===== config.mk =====
export PLATFORM = sky130hd
export DESIGN_NAME = nrzi_frame_rx
export DESIGN_NICKNAME = d
export VERILOG_FILES = /design/src/rtl/nrzi_pkg.sv /design/src/rtl/nrzi_bit_decode.sv /design/src/rtl/nrzi_frame_rx.sv
export SDC_FILE = /design/constraint.sdc
export NUM_CORES = 1
export LEC_CHECK = 0
export ABC_AREA = 0
export CORE_MARGIN = 3
export CORE_UTILIZATION = 54
export DETAILED_ROUTE_END_ITERATION = 6
export PLACE_DENSITY = 0.83
export SYNTH_ARGS = -nofsm -noshare
export SYNTH_HDL_FRONTEND = slang
export SYNTH_SLANG_ARGS = --single-unit

===== constraint.sdc =====
create_clock -name clk -period 2.2 [get_ports clk]
set_clock_uncertainty 0.05 [all_clocks]
set_input_delay 0.33 -clock clk [delete_from_list [all_inputs] [get_ports clk]]
set_output_delay 0.33 -clock clk [all_outputs]
set_load 0.05 [all_outputs]

===== src/rtl/nrzi_pkg.sv =====
// rtl/nrzi_pkg.sv - shared state encoding, default parameters and width helper for the NRZI frame receiver
package nrzi_pkg;

    localparam int          WIDTH_DEF     = 8;
    localparam logic [7:0]  SYNC_DEF      = 8'hA5;
    localparam int          FRAME_LEN_DEF = 4;

    typedef logic [0:0] state_t;

    localparam state_t ST_HUNT = 1'b0;
    localparam state_t ST_DATA = 1'b1;

    // Width needed to hold a count from 0 to n inclusive.
    function automatic int cnt_width(input int n);
        return (n < 1) ? 1 : $clog2(n + 1);
    endfunction

endpackage


===== src/rtl/nrzi_bit_decode.sv =====
// rtl/nrzi_bit_decode.sv - toggle-encoded line to bit stream decoder (bit = line ^ previous line)
// Ports:
//   clk, reset  - clock, asynchronous active-high reset
//   bit_en      - sample strobe, line_in consumed only when high
//   line_in     - toggle-encoded line level
//   bit_o       - decoded bit, meaningful when bit_vld_o is high
//   bit_vld_o   - decoded bit is valid this cycle
module nrzi_bit_decode (
    input  logic clk,
    input  logic reset,
    input  logic bit_en,
    input  logic line_in,
    output logic bit_o,
    output logic bit_vld_o
);

    // Resets to 0 to match the transmit flip-flop's reset level.
    logic prev_line_q;

    always_ff @(posedge clk or posedge reset) begin
        if (reset) begin
            prev_line_q <= 1'b0;
        end else if (bit_en) begin
            prev_line_q <= line_in;
        end
    end

    assign bit_o     = line_in ^ prev_line_q;
    assign bit_vld_o = bit_en;

endmodule


===== src/rtl/nrzi_frame_rx.sv =====
// rtl/nrzi_frame_rx.sv - NRZI receive path: sync word hunt and fixed-length frame deserializer
// Ports:
//   clk, reset  - clock, asynchronous active-high reset
//   bit_en      - sample strobe from the line sampler
//   line_in     - toggle-encoded line level
//   data_out    - last completed data word, MSB first
//   data_valid  - one-cycle pulse, data_out is new
//   sync_found  - one-cycle pulse on sync word match
//   in_frame    - high while deserializing frame data
//   word_cnt    - data words received in the current frame
module nrzi_frame_rx
    import nrzi_pkg::*;
#(
    parameter int               WIDTH     = WIDTH_DEF,
    parameter logic [WIDTH-1:0] SYNC_WORD = SYNC_DEF,
    parameter int               FRAME_LEN = FRAME_LEN_DEF
) (
    input  logic                            clk,
    input  logic                            reset,
    input  logic                            bit_en,
    input  logic                            line_in,
    output logic [WIDTH-1:0]                data_out,
    output logic                            data_valid,
    output logic                            sync_found,
    output logic                            in_frame,
    output logic [cnt_width(FRAME_LEN)-1:0] word_cnt
);

    localparam int FW = $clog2(WIDTH + 1);
    localparam int BW = (WIDTH > 1) ? $clog2(WIDTH) : 1;
    localparam int CW = cnt_width(FRAME_LEN);

    localparam logic [FW-1:0] FILL_FULL = FW'(WIDTH);
    localparam logic [BW-1:0] BIT_LAST  = BW'(WIDTH - 1);
    localparam logic [CW-1:0] WORD_LAST = CW'(FRAME_LEN);

    logic bit_w;
    logic bit_vld_w;

    nrzi_bit_decode u_decode (
        .clk       (clk),
        .reset     (reset),
        .bit_en    (bit_en),
        .line_in   (line_in),
        .bit_o     (bit_w),
        .bit_vld_o (bit_vld_w)
    );

    state_t           state_q, state_d;
    logic [WIDTH-1:0] sr_q, sr_d;
    logic [FW-1:0]    fill_q, fill_d;
    logic [BW-1:0]    bcnt_q, bcnt_d;
    logic [CW-1:0]    wcnt_q, wcnt_d;
    logic [WIDTH-1:0] dout_q, dout_d;
    logic             valid_q, valid_d;
    logic             sync_q, sync_d;
    logic             in_frame_q;
    logic [WIDTH-1:0] sr_upd;

    assign sr_upd = {sr_q[WIDTH-2:0], bit_w};

    always_comb begin
        state_d = state_q;
        sr_d    = sr_q;
        fill_d  = fill_q;
        bcnt_d  = bcnt_q;
        wcnt_d  = wcnt_q;
        dout_d  = dout_q;
        valid_d = 1'b0;
        sync_d  = 1'b0;

        if (bit_vld_w) begin
            sr_d = sr_upd;
            case (state_q)
                ST_HUNT: begin
                    if (fill_q != FILL_FULL) begin
                        fill_d = fill_q + 1'b1;
                    end
                    // Sliding search: every bit is a candidate once WIDTH fresh bits are in.
                    if (fill_d == FILL_FULL && sr_upd == SYNC_WORD) begin
                        state_d = ST_DATA;
                        bcnt_d  = '0;
                        wcnt_d  = '0;
                        sync_d  = 1'b1;
                    end
                end
                ST_DATA: begin
                    if (bcnt_q == BIT_LAST) begin
                        bcnt_d  = '0;
                        dout_d  = sr_upd;
                        valid_d = 1'b1;
                        wcnt_d  = wcnt_q + 1'b1;
                        // Frame tail is flushed so it can never contribute to a sync match.
                        if (wcnt_d == WORD_LAST) begin
                            state_d = ST_HUNT;
                            fill_d  = '0;
                            sr_d    = '0;
                        end
                    end else begin
                        bcnt_d = bcnt_q + 1'b1;
                    end
                end
                default: state_d = ST_HUNT;
            endcase
        end
    end

    always_ff @(posedge clk or posedge reset) begin
        if (reset) begin
            state_q    <= ST_HUNT;
            sr_q       <= '0;
            fill_q     <= '0;
            bcnt_q     <= '0;
            wcnt_q     <= '0;
            dout_q     <= '0;
            valid_q    <= 1'b0;
            sync_q     <= 1'b0;
            in_frame_q <= 1'b0;
        end else begin
            state_q    <= state_d;
            sr_q       <= sr_d;
            fill_q     <= fill_d;
            bcnt_q     <= bcnt_d;
            wcnt_q     <= wcnt_d;
            dout_q     <= dout_d;
            valid_q    <= valid_d;
            sync_q     <= sync_d;
            in_frame_q <= (state_d == ST_DATA);
        end
    end

    assign data_out   = dout_q;
    assign data_valid = valid_q;
    assign sync_found = sync_q;
    assign in_frame   = in_frame_q;
    assign word_cnt   = wcnt_q;

endmodule


==> flow_summary.yaml <==
drt:
  postRouteWirelength_um: 3040
  drt_iter0_drcs: 34
  vias: 1128
  drc_markers: 0
  routed_via_density: 5.97
  drt.antenna.violating_nets: 0
  firstDrtPassIters: 4
  routedWlPerCell_um: 16.1
synth:
  postSynthAreaPerCell_um2: 11.0
  seq_area_frac_synth: 0.506
  yosys.area.top_type: "sky130_fd_sc_hd__dfrtp_1"
  ys_types: 34
  synth_nets: 141
  synth_top_area_share: 0.506
  synth.cell_area_mm2: 0.00144
  postSynthRegisterBits: 29
  synth.area.top_cells: "sky130_fd_sc_hd__dfrtp_1 (51%), sky130_fd_sc_hd__mux2_2 (6.3%), sky130_fd_sc_hd__ha_1 (5.2%)"
  synthesis.yosys.warnings: 0
  post_synth_inst_count: 131
final_layout:
  mostFrequentLayoutCell: "sky130_fd_sc_hd__dfrtp_1"
  fraction_of_layout_cells_with_a_size_suffix_above_1: 0.176
  layout.cells.non_filler: 189
  area_growth_pct: 22.1
  n_antenna_cell: 0
  mostFrequentLayoutCells: "sky130_fd_sc_hd__dfrtp_1 (29), sky130_fd_sc_hd__clkdlybuf4s50_1 (17), sky130_fd_sc_hd__inv_1 (9), sky130_fd_sc_hd__nand2_1 (9)"
  nNetsFinal: 168
clocking:
  cts_buffers: 5
  cts_tree: "done"
  cts.sink_count: 29
  post_cts.repair.setup_buffers: 0
  clkTransAtPathRegs_ns: 0.10
  postCtsResizedCells: 0
  clock_latency_ns: 0.33
  cts_root_buffer: "sky130_fd_sc_hd__clkbuf_4"
  hold_buffers: 0
  cts_buffer_depth: 2
  deepest_level_of_the_cts_h_tree: 2
floorplan:
  overall_die_height_um: 57.6
  start_util: 0.574
  die_area_mm2: 0.00331
  coreArea_mm2: 0.00250
  chip_width_um: 57.6
  boundaryPins: 18
  rows: 18
critical_path:
  crit_path_start_kind: "flop"
  cp.arrival_ns: 2.15
  reg2reg_depth: 6
  critPathKind: "flop to flop"
  worst_path_max_delay_cell: "sky130_fd_sc_hd__a2111oi_4"
  worst_path_most_repeated_cell: "sky130_fd_sc_hd__inv_1"
  crit_required_ns: 2.35
  timing.critical_path.fanout_max: 8
  cpPeakStageDelay_ns: 0.51
  cp-end-kind: "flop"
  path_cells: "inv_1, ha_1, inv_1, nand4_1, a2111oi_4, o22ai_1"
flow_run:
  timing.max_cap.violations: 0
sta:
  setup_repair_after_global_routing_missed_its_margin: "false"
  min_period_over_period: 0.909
  period_needed_ns: 2.00
  finalMaxSlewViolations: 0
  worst_rel_slew_slack: 0.644
  hold_viol: 0
  setup_tns_ns: 0
  maxClockFrequency_ghz: 0.500
  finalSetupViolCount: 0
  worstMarginPinSlew_ns: 0.533
power_and_ir_drop:
  total_leakage_power_uw: 0.000826
  ir_drop_uv: 738
  combinationalPowerShare: 0.237
  cellInternalPower_uw: 917
  total_switching_power_uw: 474
  clockPowerShare: 0.266
  power.density_cell_area_mw_per_mm2: 794
  power_frac_seq: 0.498
  swShare: 0.341
grt:
  track_usage: 0.208
  grt_pass1_vias: 1185
  grt_max_degree: 30
  grt_antenna_before_repair: 0
  grt_pass1_wl_um: 5240
  gr-total-overflow: 0
placement:
  place_hpwl_um: 2110
  place.port_buffers: 17
  dpl.cell_count: 181
  gp_congestion: 0.912
outcome:
  status: "finished, final reports clean"
worst_hold_path:
  holdCritPathClass: "primary input to asynchronous set/reset pin"
[final timing paths]
| check | start | end | slack [ns] |
|---|---|---|---|
| min in group clk | data_out[0]$_DFFE_PP0P_ | data_out[0]$_DFFE_PP0P_ | 0.46 |
| min | reset | sr_q[1]$_DFFE_PP0P_ | 0.31 |
| max reg2reg | fill_q[0]$_DFFE_PP0P_ | word_cnt[1]$_DFFE_PP0P_ | 0.20 |
| max in group asynchronous | reset | data_out[7]$_DFFE_PP0P_ | 1.50 |
| max | fill_q[0]$_DFFE_PP0P_ | word_cnt[1]$_DFFE_PP0P_ | 0.20 |
| min reg2reg | data_out[0]$_DFFE_PP0P_ | data_out[0]$_DFFE_PP0P_ | 0.46 |
[Yosys cell counts]
cell type and n:
sky130_fd_sc_hd__a2111oi_4 1, sky130_fd_sc_hd__a211oi_1 2, sky130_fd_sc_hd__a21o_1 1, sky130_fd_sc_hd__a21oi_1 2, sky130_fd_sc_hd__a22o_1 6, sky130_fd_sc_hd__a41oi_1 2
sky130_fd_sc_hd__and2_1 1, sky130_fd_sc_hd__and4bb_1 1, sky130_fd_sc_hd__and4bb_2 1, sky130_fd_sc_hd__buf_2 1, sky130_fd_sc_hd__clkbuf_1 4, sky130_fd_sc_hd__dfrtp_1 29
sky130_fd_sc_hd__ha_1 6, sky130_fd_sc_hd__inv_1 9, sky130_fd_sc_hd__mux2_2 8, sky130_fd_sc_hd__nand2_1 9, sky130_fd_sc_hd__nand2b_1 6, sky130_fd_sc_hd__nand3_1 6
sky130_fd_sc_hd__nand3_2 1, sky130_fd_sc_hd__nand4_1 2, sky130_fd_sc_hd__nor2_1 5, sky130_fd_sc_hd__nor2b_1 2, sky130_fd_sc_hd__nor3_1 2, sky130_fd_sc_hd__nor3b_1 1
sky130_fd_sc_hd__nor4bb_1 1, sky130_fd_sc_hd__o2111ai_1 1, sky130_fd_sc_hd__o211ai_1 1, sky130_fd_sc_hd__o21ai_0 8, sky130_fd_sc_hd__o21ai_1 2, sky130_fd_sc_hd__o221ai_1 2
sky130_fd_sc_hd__o22ai_1 1, sky130_fd_sc_hd__o31ai_1 2, sky130_fd_sc_hd__or2_2 1, sky130_fd_sc_hd__xor2_1 4
[critical path, delay by kind of cell (launching register included)]
family	cells	cell delay (ns)
AOI/OAI and AO/OA	2	0.66
adders and majority gates	1	0.29
buffers and inverters	2	0.18
DFF	1	0.49
and+or+nand+nor	1	0.20
[power groups by stage]
stage          clock network (uW)  logic, uW  registers (uW)
5_1_grt                       407        364             706
3_5_place_dp                    0        322             702
3_3_place_gp                    0        308             693
6_report                      370        329             693
2_1_floorplan                   0        222             701
4_1_cts                       377        326             691
[cell type report]
cell class,count,area (um^2)
fill,182,747
inverter,9,33.8
tap,30,37.5
timing repair buffer,25,230
clock buffer,7,65.1
sequential,29,726
clock inverter,1,5.00
multi-input combinational,88,656
[metal layers]
| layer | routed length, um | vias up | global-route usage |
|---|---|---|---|
| li1 | - | 527 | - |
| met1 | 1270 | 563 | 0.244 |
| met2 | 1610 | 34 | 0.345 |
| met3 | 138 | 4 | 0.0724 |
| met4 | 27 | 0 | 0.0894 |
| met5 | 0 | - | 0 |
[cells by family after synthesis]
| logic type | count (synthesis) | synth area share |
|---|---|---|
| and+or+nand+nor | 39 | 0.153 |
| AOI/OAI and AO/OA | 31 | 0.164 |
| DFF | 29 | 0.506 |
| buffers and inverters | 14 | 0.0375 |
| muxes | 8 | 0.0628 |
| adders and majority gates | 6 | 0.0523 |
| xor gates and xnor gates | 4 | 0.0244 |
[flip-flops by register name, summed over array words and instances, names as in the netlist]
| name | flops |
|---|---|
| data_out | 8 |
| sr_q | 7 |
| fill_q | 4 |
| bcnt_q | 3 |
| word_cnt | 3 |
| data_valid | 1 |
| in_frame | 1 |
| sync_found | 1 |
| u_decode.prev_line_q | 1 |
[stage by stage]
step / total power [uW] / utilization / setup slack (ns) / hold WS [ns] / instance area [um^2]
4_1_cts: 1390 / 0.701 / 0.216 / 0.321 / 1750
3_5_place_dp: 1020 / 0.673 / 0.229 / 0.443 / 1680
2_1_floorplan: 923 / - / 0.365 / 0.358 / 1440
5_1_grt: 1480 / 0.701 / 0.112 / 0.324 / 1750
6_report: 1390 / 0.701 / 0.200 / 0.312 / 1750
3_3_place_gp: 1000 / 0.673 / 0.262 / 0.413 / 1680
Power figures use the tool's default switching activity.
